### src/rtl/multicore_pkg.sv
// Shared constants and types for the multicore Taylor network sample path.
package multicore_pkg;

  localparam int N_CORES  = 35;
  localparam int SAMPLE_W = 19;
  localparam int OUT_W    = 28;

  localparam logic [3:0] REQ_CODE = 4'd1;

  typedef enum logic [1:0] {
    EMPTY,
    PRIMED,
    STARVED
  } feeder_state_t;

endpackage

### src/rtl/sample_fifo.sv
// Synchronous FIFO with occupancy count; head word is visible combinationally.
module sample_fifo #(
  parameter int WIDTH = 19,
  parameter int DEPTH = 16
) (
  input  logic                     clk,
  input  logic                     rst_n,
  input  logic                     push,
  input  logic [WIDTH-1:0]         push_data,
  input  logic                     pop,
  output logic [WIDTH-1:0]         pop_data,
  output logic                     full,
  output logic                     empty,
  output logic [$clog2(DEPTH):0]   fill
);

  localparam int AW = $clog2(DEPTH);
  localparam logic [AW:0] FULL_COUNT = (AW+1)'(DEPTH);

  logic [WIDTH-1:0] mem [DEPTH];
  logic [AW-1:0]    wr_ptr;
  logic [AW-1:0]    rd_ptr;
  logic [AW:0]      count;
  logic             push_ok;
  logic             pop_ok;

  assign full     = (count == FULL_COUNT);
  assign empty    = (count == '0);
  assign push_ok  = push && !full;
  assign pop_ok   = pop && !empty;
  assign pop_data = mem[rd_ptr];
  assign fill     = count;

  // Power-of-two depth lets the pointers wrap naturally.
  always_ff @(posedge clk or negedge rst_n) begin
    if (!rst_n) begin
      wr_ptr <= '0;
      rd_ptr <= '0;
      count  <= '0;
    end else begin
      if (push_ok) wr_ptr <= wr_ptr + 1'b1;
      if (pop_ok)  rd_ptr <= rd_ptr + 1'b1;
      case ({push_ok, pop_ok})
        2'b10:   count <= count + 1'b1;
        2'b01:   count <= count - 1'b1;
        default: count <= count;
      endcase
    end
  end

  always_ff @(posedge clk) begin
    if (push_ok) mem[wr_ptr] <= push_data;
  end

endmodule

### src/rtl/multicore_sample_feeder.sv
// Buffers upstream samples and advances the broadcast sample on any core request.
module multicore_sample_feeder #(
  parameter int N_CORES  = multicore_pkg::N_CORES,
  parameter int SAMPLE_W = multicore_pkg::SAMPLE_W,
  parameter int DEPTH    = 16
) (
  input  logic                    clk,
  input  logic                    rst_n,
  input  logic [SAMPLE_W-1:0]     s_data,
  input  logic                    s_valid,
  output logic                    s_ready,
  input  logic [4*N_CORES-1:0]    req_in,
  output logic [SAMPLE_W-1:0]     sample_out,
  output logic                    sample_valid,
  output logic                    underrun,
  output logic [$clog2(DEPTH):0]  fill,
  output logic [31:0]             served
);

  import multicore_pkg::*;

  feeder_state_t        state;
  logic                 req_any;
  logic                 push_ok;
  logic                 bypass;
  logic                 fifo_push;
  logic                 fifo_pop;
  logic                 fifo_full;
  logic                 fifo_empty;
  logic [SAMPLE_W-1:0]  fifo_data;

  always_comb begin
    req_any = 1'b0;
    for (int k = 0; k < N_CORES; k++) begin
      if (req_in[4*k +: 4] == REQ_CODE) req_any = 1'b1;
    end
  end

  assign s_ready   = !fifo_full;
  assign push_ok   = s_valid && s_ready;
  // While starved the FIFO is empty, so the first arrival goes straight out.
  assign bypass    = (state == STARVED) && push_ok;
  assign fifo_push = push_ok && !bypass;
  assign fifo_pop  = !fifo_empty &&
                     ((state == EMPTY) || ((state == PRIMED) && req_any));

  sample_fifo #(
    .WIDTH (SAMPLE_W),
    .DEPTH (DEPTH)
  ) u_fifo (
    .clk       (clk),
    .rst_n     (rst_n),
    .push      (fifo_push),
    .push_data (s_data),
    .pop       (fifo_pop),
    .pop_data  (fifo_data),
    .full      (fifo_full),
    .empty     (fifo_empty),
    .fill      (fill)
  );

  always_ff @(posedge clk or negedge rst_n) begin
    if (!rst_n) begin
      state        <= EMPTY;
      sample_out   <= '0;
      sample_valid <= 1'b0;
      underrun     <= 1'b0;
      served       <= '0;
    end else begin
      case (state)
        EMPTY: begin
          if (!fifo_empty) begin
            sample_out   <= fifo_data;
            sample_valid <= 1'b1;
            served       <= served + 32'd1;
            state        <= PRIMED;
          end
        end
        PRIMED: begin
          if (req_any) begin
            if (!fifo_empty) begin
              sample_out <= fifo_data;
              served     <= served + 32'd1;
            end else begin
              underrun <= 1'b1;
              state    <= STARVED;
            end
          end
        end
        STARVED: begin
          if (push_ok) begin
            sample_out <= s_data;
            served     <= served + 32'd1;
            state      <= PRIMED;
          end
        end
        default: state <= EMPTY;
      endcase
    end
  end

endmodule

### config.mk
export PLATFORM = sky130hd
export DESIGN_NAME = multicore_sample_feeder
export DESIGN_NICKNAME = d
export VERILOG_FILES = /design/src/rtl/multicore_pkg.sv /design/src/rtl/sample_fifo.sv /design/src/rtl/multicore_sample_feeder.sv
export SDC_FILE = /design/constraint.sdc
export NUM_CORES = 1
export LEC_CHECK = 0
export ABC_AREA = 1
export BUFFER_PORTS_ARGS = -buffer_cell sky130_fd_sc_hd__buf_2
export CAP_MARGIN = 30
export CORE_ASPECT_RATIO = 1.25
export CORE_MARGIN = 3
export CORE_UTILIZATION = 50
export DETAILED_ROUTE_END_ITERATION = 16
export PLACE_DENSITY = 0.71
export SYNTH_ARGS = -nofsm -noshare
export SYNTH_HDL_FRONTEND = slang
export SYNTH_HIERARCHICAL = 1
export SYNTH_SLANG_ARGS = --single-unit
### constraint.sdc
create_clock -name clk -period 7.7 [get_ports clk]
set_input_delay 0.385 -clock clk [delete_from_list [all_inputs] [get_ports clk]]
set_output_delay 0.385 -clock clk [all_outputs]
set_load 0.02 [all_outputs]
### Word level (Yosys, flattened, before mapping)

Memories as Yosys holds them, arrays and structs flattened.
Index checks and enable logic that the tools add are counted.

| storage, ports and cells | value |
|---|---|
| register bits | 68 |
| bits in writable memories | 304 |
| output and inout bits | 59 |
| memories kept | 1 |

Memories:

| name | words | bits a word | read ports | clocked after Yosys merged registers in | wr ports | RTL line | RTL |
|---|---|---|---|---|---|---|---|
| u_fifo.mem | 16 | 19 | 1 | 0 | 1 | sample_fifo.sv:20 | `logic [WIDTH-1:0] mem [DEPTH];` |

| operators by class | value |
|---|---|
| add/sub/neg operators | 5 |
| equality and inequality tests | 44 |
| mux-type cells | 51 |
| bitwise gates (word level) | 1 |
| reduce and logical (&&, ||, !) cells | 19 |

Operator list:

| kind | number |
|---|---|
| equality test 4 x 1 -> 1 bit, second input constant | 35 |
| 2-to-1 mux 32 bit | 3 |
| one-hot mux 32 bit (3 select lines) | 1 |
| 2-to-1 mux 19 bit | 3 |
| one-hot mux 19 bit (3 select lines) | 1 |
| 2-to-1 mux 1 bit | 37 |
| adder 32 x 1 -> 32 bit, second input constant | 1 |
| one-hot mux 5 bit (2 select lines) | 1 |
| adder 4 x 1 -> 4 bit, second input constant | 2 |
| 2-to-1 mux 2 bit | 4 |
| != test 2 bit, second input constant | 4 |
| logical AND 1 bit | 7 |
| one-hot mux 2 bit (3 select lines) | 1 |
| AND reduction 3 bit | 2 |
| adder 5 x 1 -> 5 bit, second input constant | 1 |
| equality test 5 bit, second input constant | 1 |
| zero test 5 bit | 1 |
| subtractor 5 x 1 -> 5 bit, second input constant | 1 |
| equality test 2 x 1 -> 1 bit, second input constant | 2 |
| equality test 2 bit, second input constant | 2 |
| AND reduction 4 bit | 1 |
| zero test 1 bit | 3 |
| nonzero test 3 bit | 1 |
| zero test 2 bit | 1 |
| other kinds (4) | 4 |

### Depth between registers and ports, before layout

| logic depth | value |
|---|---|
| depth after elaboration | 42 |
| mapped depth | 21 |
| mapped depth without buffers | 21 |

### Cells and area by module

The synthesis kept the hierarchy.

Modules (own cells, without submodules):

| module | times used | cells each | area each (um^2) | sequential area each (um^2) |
|---|---|---|---|---|
| sample_fifo | 1 | 1,306 | 13,570.5 | 9,454.1 |
| multicore_sample_feeder | 1 | 617 | 3,957.5 | 1,376.3 |

### Worst setup path before layout

Ideal clock, no wire load.

| timing path | value |
|---|---|
| kind | reg-to-reg |
| from | register u_fifo.count[0], in the netlist u_fifo/fill[0] |
| to | memory u_fifo.mem[0][0], enable pin |
| library setup time | 0.395 ns |
| data arrival time | 2.236 ns |
| required time | 7.305 ns |
| setup slack | 5.069 ns |
| stages on the path, launching flop included | 9 |
| clock period less this slack | 2.631 ns |
| cells stage by stage | dfrtp_1 > inv_1 > nand4_1 > inv_1 > nor3_1 > nand2_2 > inv_1 > nand2_1 > nor2_1 |

| on the way | value |
|---|---|
| word-level cells in the longest chain between the ends | 9 |

RTL lines:

| item | RTL line | RTL |
|---|---|---|
| start, declared | sample_fifo.sv:23 | `logic [AW:0] count;` |
| start signal, assigned | sample_fifo.sv:44 | `2'b10: count <= count + 1'b1;` |
| start signal, assigned | sample_fifo.sv:45 | `2'b01: count <= count - 1'b1;` |
| start signal, assigned | sample_fifo.sv:46 | `default: count <= count;` |
| equality test 5 bit * | sample_fifo.sv:27 | `assign full = (count == FULL_COUNT);` |
| named net fifo_full | multicore_sample_feeder.sv:28 | `logic fifo_full;` |
| zero test 1 bit * | multicore_sample_feeder.sv:39 | `assign s_ready = !fifo_full;` |
| logical AND 1 bit * | multicore_sample_feeder.sv:40 | `assign push_ok = s_valid && s_ready;` |
| logical AND 1 bit | multicore_sample_feeder.sv:42 | `assign bypass = (state == STARVED) && push_ok;` |
| zero test 1 bit | multicore_sample_feeder.sv:43 | `assign fifo_push = push_ok && !bypass;` |
| logical AND 1 bit * | multicore_sample_feeder.sv:43 |  |
| named net fifo_push | multicore_sample_feeder.sv:26 | `logic fifo_push;` |
| logical AND 1 bit * | sample_fifo.sv:29 | `assign push_ok = push && !full;` |
| 2-to-1 mux 1 bit * | sample_fifo.sv:52 | `if (push_ok) mem[wr_ptr] <= push_data;` |
| 2-to-1 mux 1 bit (not written as such) * | sample_fifo.sv:52 |  |
| end, declared | sample_fifo.sv:20 |  |

Mark *: on every way through the listed nets, which the timed path passes. The rest lies on a longest branch.

### Final worst setup path

| timing path | value |
|---|---|
| from | register state[0] |
| to | memory u_fifo.mem[13][8], enable pin |

| on the way | value |
|---|---|
| word-level cells in the longest chain between the ends | 7 |

RTL lines:

| item | RTL line | RTL |
|---|---|---|
| start, declared | multicore_sample_feeder.sv:22 | `feeder_state_t state;` |
| start signal, assigned | multicore_sample_feeder.sv:64 | `state <= EMPTY;` |
| start signal, assigned | multicore_sample_feeder.sv:76 | `state <= PRIMED;` |
| start signal, assigned | multicore_sample_feeder.sv:86 | `state <= STARVED;` |
| equality test 2 bit | multicore_sample_feeder.sv:42 |  |
| logical AND 1 bit | multicore_sample_feeder.sv:42 |  |
| zero test 1 bit | multicore_sample_feeder.sv:43 |  |
| logical AND 1 bit | multicore_sample_feeder.sv:43 |  |
| named net fifo_push | multicore_sample_feeder.sv:26 |  |
| logical AND 1 bit | sample_fifo.sv:29 |  |
| 2-to-1 mux 1 bit | sample_fifo.sv:52 |  |
| 2-to-1 mux 1 bit (not written as such) | sample_fifo.sv:52 |  |

The timed path passes the listed nets, and every way through them passes these cells.

==> results by stage <==
Worst setup path:
- The nature of the critical path startpoint is a flip-flop.
- The worst reg-to-reg setup slack is 4.01 ns.
- The setup path with the least slack is of type reg2reg.
- The worst-case reg-to-reg path depth is 8.
- The peak fanout along the critical path is 22.
- Data on the critical path arrives at its endpoint at 3.85 ns.
- For the worst setup path, the data required time is 7.86 ns.
- The critical path capture point type is a flip-flop.

Clocking:
- Clock tree synthesis inserted a total of 37 buffers.
- The clock net in this run drives a total of 372 sinks.
- The H-tree depth is 2.
- The longest clock path from root to sink contains 3 buffers.
- At the later pin of the worst-skew pair, clock insertion delay measures 0.54 ns.
- The number of hold buffers added after CTS was 0.
- The CTS tree is yes.
- The root buffer cell is sky130_fd_sc_hd__clkbuf_16.
- Clock-pin slew was measured on the worst setup and hold paths at 0.06 ns.
- The post-cts resize count is 0.
- The number of setup buffers added after CTS is 0.

Synth:
- The register area share after synthesis is 61.8%.
- The area of the mapped netlist is 17500 um^2.
- The proportion of netlist area held by the largest area contributor is 52.1%.
- Each instance of the synthesized netlist takes up on average 9.11 um^2.
- By area the synthesized netlist is led by sky130_fd_sc_hd__edfxtp_1 (52%), sky130_fd_sc_hd__nand2_1 (16%), sky130_fd_sc_hd__dfrtp_1 (9.7%), sky130_fd_sc_hd__nor2_1 (4.6%), sky130_fd_sc_hd__nand3_1 (4.3%).
- The library cell occupying the most area in the post-synthesis netlist is sky130_fd_sc_hd__edfxtp_1.
- The distinct cell type count after synthesis is 32.
- When the netlist entered floorplanning its net count stood at 2096.
- The flip-flop and latch count after synthesis is 372.
- Synthesis produced 1923 cells.
- The Yosys step of the flow raised 6 warnings.

Detailed routing:
- The detailed-routing iteration count for the pre-antenna-repair pass is 5.
- The count of nets left with antenna violations once routing finished came out at 0.
- The routed design has 55400 um of wire.
- Summing over every cut layer, the via total after detailed routing is 14000.
- After detailed routing, the number of remaining DRC violations is 0.
- The detailed router's first-iteration violation count is 1457.
- Dividing the detail-routed wire length by the instance count gives 21.2 um.
- The average via count per standard cell is 5.34.

Global routing:
- The initial antenna violation count came to 2.
- Global routing consumed, over all layers together, 29.2% of the routing resources.
- The number of global-route vias before repair came to 13500.
- The aggregate global routing overflow is 0.
- The pin count of the biggest net entering global routing is 73.
- The global-route wire length before repair is 81800 um.

Floorplan:
- The die extent in y is 215 um.
- The core region is 34500 um^2.
- The boundary pin count is 221.
- The die covers 37400 um^2.
- The starting density of the core is 50.8%.
- The die boundary width is 173 um.
- In this run the core area contains 76 standard-cell rows.

Cells and area:
- In the final layout, the share of cells above drive strength 1 is 15.1%.
- Relative to the synthesized area, the layout overhead comes to 15.7%.
- The number of nets in the finished design is 2297.
- The core utilization of the finished layout is 58.8%.

STA:
- The number of hold violations in the final report is 0.
- Setup repair after global routing left no endpoint under its margin.
- Measured against its own limit, the worst slew margin works out to 32.3%.
- The final-report max-slew violation count is 0.
- The achievable clock frequency is 271 MHz.
- The smallest clock period supported by the final layout is computed as 3.69 ns.
- For the final routed database, the setup TNS stands at 0 ns.
- Setup violations remaining at the end of the flow were counted as 0.
- The final period utilization is 48.0%.
- The clock arrives with 0.0236 ns of skew.
- The actual transition at the worst max-transition pin is 1.01 ns.

Power:
- Cell internal power was estimated by the tool at 4220 uW.
- In this run, flip-flops and latches consume 37.5% of the power.
- The leakage power summed over all cells is 0.00916 uW.
- The net load switching power is 2870 uW.
- The part of the power in combinational logic is 38.1%.
- The worst-case IR drop observed on VDD is 267 uV.
- The net switching share of the total power is 40.4%.
- The relative contribution of the clock network to total power is 24.4%.
- For this design the ratio of total power to cell area is 349 nW/um^2.

Place:
- The global placement routability congestion is 0.953.
- The count of input and output buffers is 220.
- The HPWL after detailed placement is 37600 um.

Run:
- The number of max-cap violations is 0.

Outcome:
- The flow ran to the end, and the final reports show no timing, DRC or antenna violations.

Worst hold path:
- The worst hold-check path type is in2async.
==> cells in the final DEF (no fill, tap or decap), types with 8 or more instances in the layout <==
| cell | count |
|---|---|
| sky130_fd_sc_hd__nand3_1 | 151 |
| sky130_fd_sc_hd__nand3b_1 | 17 |
| sky130_fd_sc_hd__nor2_1 | 199 |
| sky130_fd_sc_hd__dfrtp_1 | 67 |
| sky130_fd_sc_hd__buf_4 | 9 |
| sky130_fd_sc_hd__ha_1 | 10 |
| sky130_fd_sc_hd__nand4_1 | 60 |
| sky130_fd_sc_hd__nor3_1 | 14 |
| sky130_fd_sc_hd__xor2_1 | 19 |
| sky130_fd_sc_hd__clkbuf_16 | 37 |
| sky130_fd_sc_hd__buf_8 | 10 |
| sky130_fd_sc_hd__nand2_1 | 760 |
| sky130_fd_sc_hd__clkbuf_1 | 8 |
| sky130_fd_sc_hd__edfxtp_1 | 304 |
| sky130_fd_sc_hd__inv_1 | 188 |
| sky130_fd_sc_hd__nor2_2 | 19 |
| sky130_fd_sc_hd__xnor2_1 | 9 |
| sky130_fd_sc_hd__buf_2 | 219 |
==> state kept, by name (all words and copies together), names as in the netlist <==
name / count
state: 2
u_fifo/wr_ptr: 4
u_fifo/rd_ptr: 4
u_fifo/fill: 5
served: 32
u_fifo/mem: 304
sample_valid: 1
underrun: 1
sample_out: 19
==> cell usage after synthesis <==
cell,count
sky130_fd_sc_hd__nand4_1,60
sky130_fd_sc_hd__a21oi_1,1
sky130_fd_sc_hd__clkbuf_1,20
sky130_fd_sc_hd__nand3_2,2
sky130_fd_sc_hd__clkinv_1,1
sky130_fd_sc_hd__nand2_1,760
sky130_fd_sc_hd__buf_2,37
sky130_fd_sc_hd__edfxtp_1,304
sky130_fd_sc_hd__nor3b_1,1
sky130_fd_sc_hd__xor2_1,19
sky130_fd_sc_hd__fa_1,1
sky130_fd_sc_hd__o21bai_1,1
sky130_fd_sc_hd__xnor2_1,9
sky130_fd_sc_hd__buf_4,12
sky130_fd_sc_hd__inv_2,3
sky130_fd_sc_hd__nand3_1,151
sky130_fd_sc_hd__nor2_4,1
sky130_fd_sc_hd__nor2_2,3
sky130_fd_sc_hd__nor3_1,14
sky130_fd_sc_hd__nor3_2,2
sky130_fd_sc_hd__nand3b_1,17
sky130_fd_sc_hd__ha_1,10
sky130_fd_sc_hd__inv_1,188
sky130_fd_sc_hd__or2_2,1
sky130_fd_sc_hd__o21ai_2,1
sky130_fd_sc_hd__a31oi_1,1
sky130_fd_sc_hd__dfrtp_1,68
sky130_fd_sc_hd__o21ai_0,5
sky130_fd_sc_hd__buf_6,7
sky130_fd_sc_hd__buf_1,7
sky130_fd_sc_hd__nand2_2,1
sky130_fd_sc_hd__nor2_1,215
==> power by group through the flow <==
stage / Combinational [uW] / Clock [uW] / Sequential [uW]
after CTS: 2650 / 1760 / 2660
after detailed placement: 2640 / 0 / 2700
final: 2700 / 1730 / 2660
after global routing: 2970 / 1840 / 2690
after global placement: 2560 / 0 / 2700
after floorplan: 1760 / 0 / 2690
==> cell type report <==
class,instances,area (um^2)
Multi-Input combinational cell,1276,5570
Tap cell,468,586
Antenna cell,1,2.50
Fill cell,2951,14200
Timing Repair Buffer,245,1440
Sequential cell,372,10800
Clock inverter,16,136
Clock buffer,48,997
Inverter,192,722
==> per-stage QoR <==
stage	setup slack [ns]	hold WS (ns)	instances	total power, uW	area, um^2
after detailed placement	4.00	0.461	2548	5340	19100
after global placement	3.98	0.454	2536	5250	18900
after global routing	3.69	0.185	2618	7500	20300
after floorplan	5.07	0.0894	1923	4440	17500
final	4.01	0.203	2618	7090	20300
after CTS	4.02	0.0172	2612	7080	20200
==> worst max-delay path, cell delays in order (launching register included) <==
cell and delay, ns:
sky130_fd_sc_hd__dfrtp_1 0.36, sky130_fd_sc_hd__inv_1 0.06, sky130_fd_sc_hd__nand2_1 0.56, sky130_fd_sc_hd__inv_1 0.56, sky130_fd_sc_hd__nor3_1 0.37, sky130_fd_sc_hd__nand2_2 0.20, sky130_fd_sc_hd__inv_1 0.18, sky130_fd_sc_hd__nand2_1 0.21
sky130_fd_sc_hd__nor2_2 0.80
==> cells by family after synthesis <==
group / count (synthesis) / synth area share, %
AOI/OAI and AO/OA: 9 / 0.300
xor gates and xnor gates: 28 / 1.40
adders and majority gates: 11 / 0.828
buffers and inverters: 275 / 6.71
DFF: 372 / 61.8
and+or+nand+nor: 1228 / 29.0
==> final timing paths <==
path                                           start                      endpoint
max                             state[0]$_DFFE_PN0P_   u_fifo/mem[13][8]$_DFFE_PP_
min in group clk                          s_data[17]   u_fifo/mem[2][17]$_DFFE_PP_
min reg2reg                sample_out[6]$_DFFE_PN0P_     sample_out[6]$_DFFE_PN0P_
max reg2reg                     state[0]$_DFFE_PN0P_   u_fifo/mem[13][8]$_DFFE_PP_
max in group asynchronous                      rst_n  u_fifo/rd_ptr[0]$_DFFE_PN0P_
min                                            rst_n         served[0]$_DFFE_PN0P_
==> routing by layer <==
layer | part of all wire, % | GRT usage [%] | up-vias
li1 | - | - | 6594
met1 | 36 | 33.9 | 6558
met2 | 50 | 50.8 | 685
met3 | 8.1 | 5.66 | 154
met4 | 6.3 | 16.3 | 0
met5 | 0 | 0 | -
Note: power is estimated with default switching activity, not from simulation.
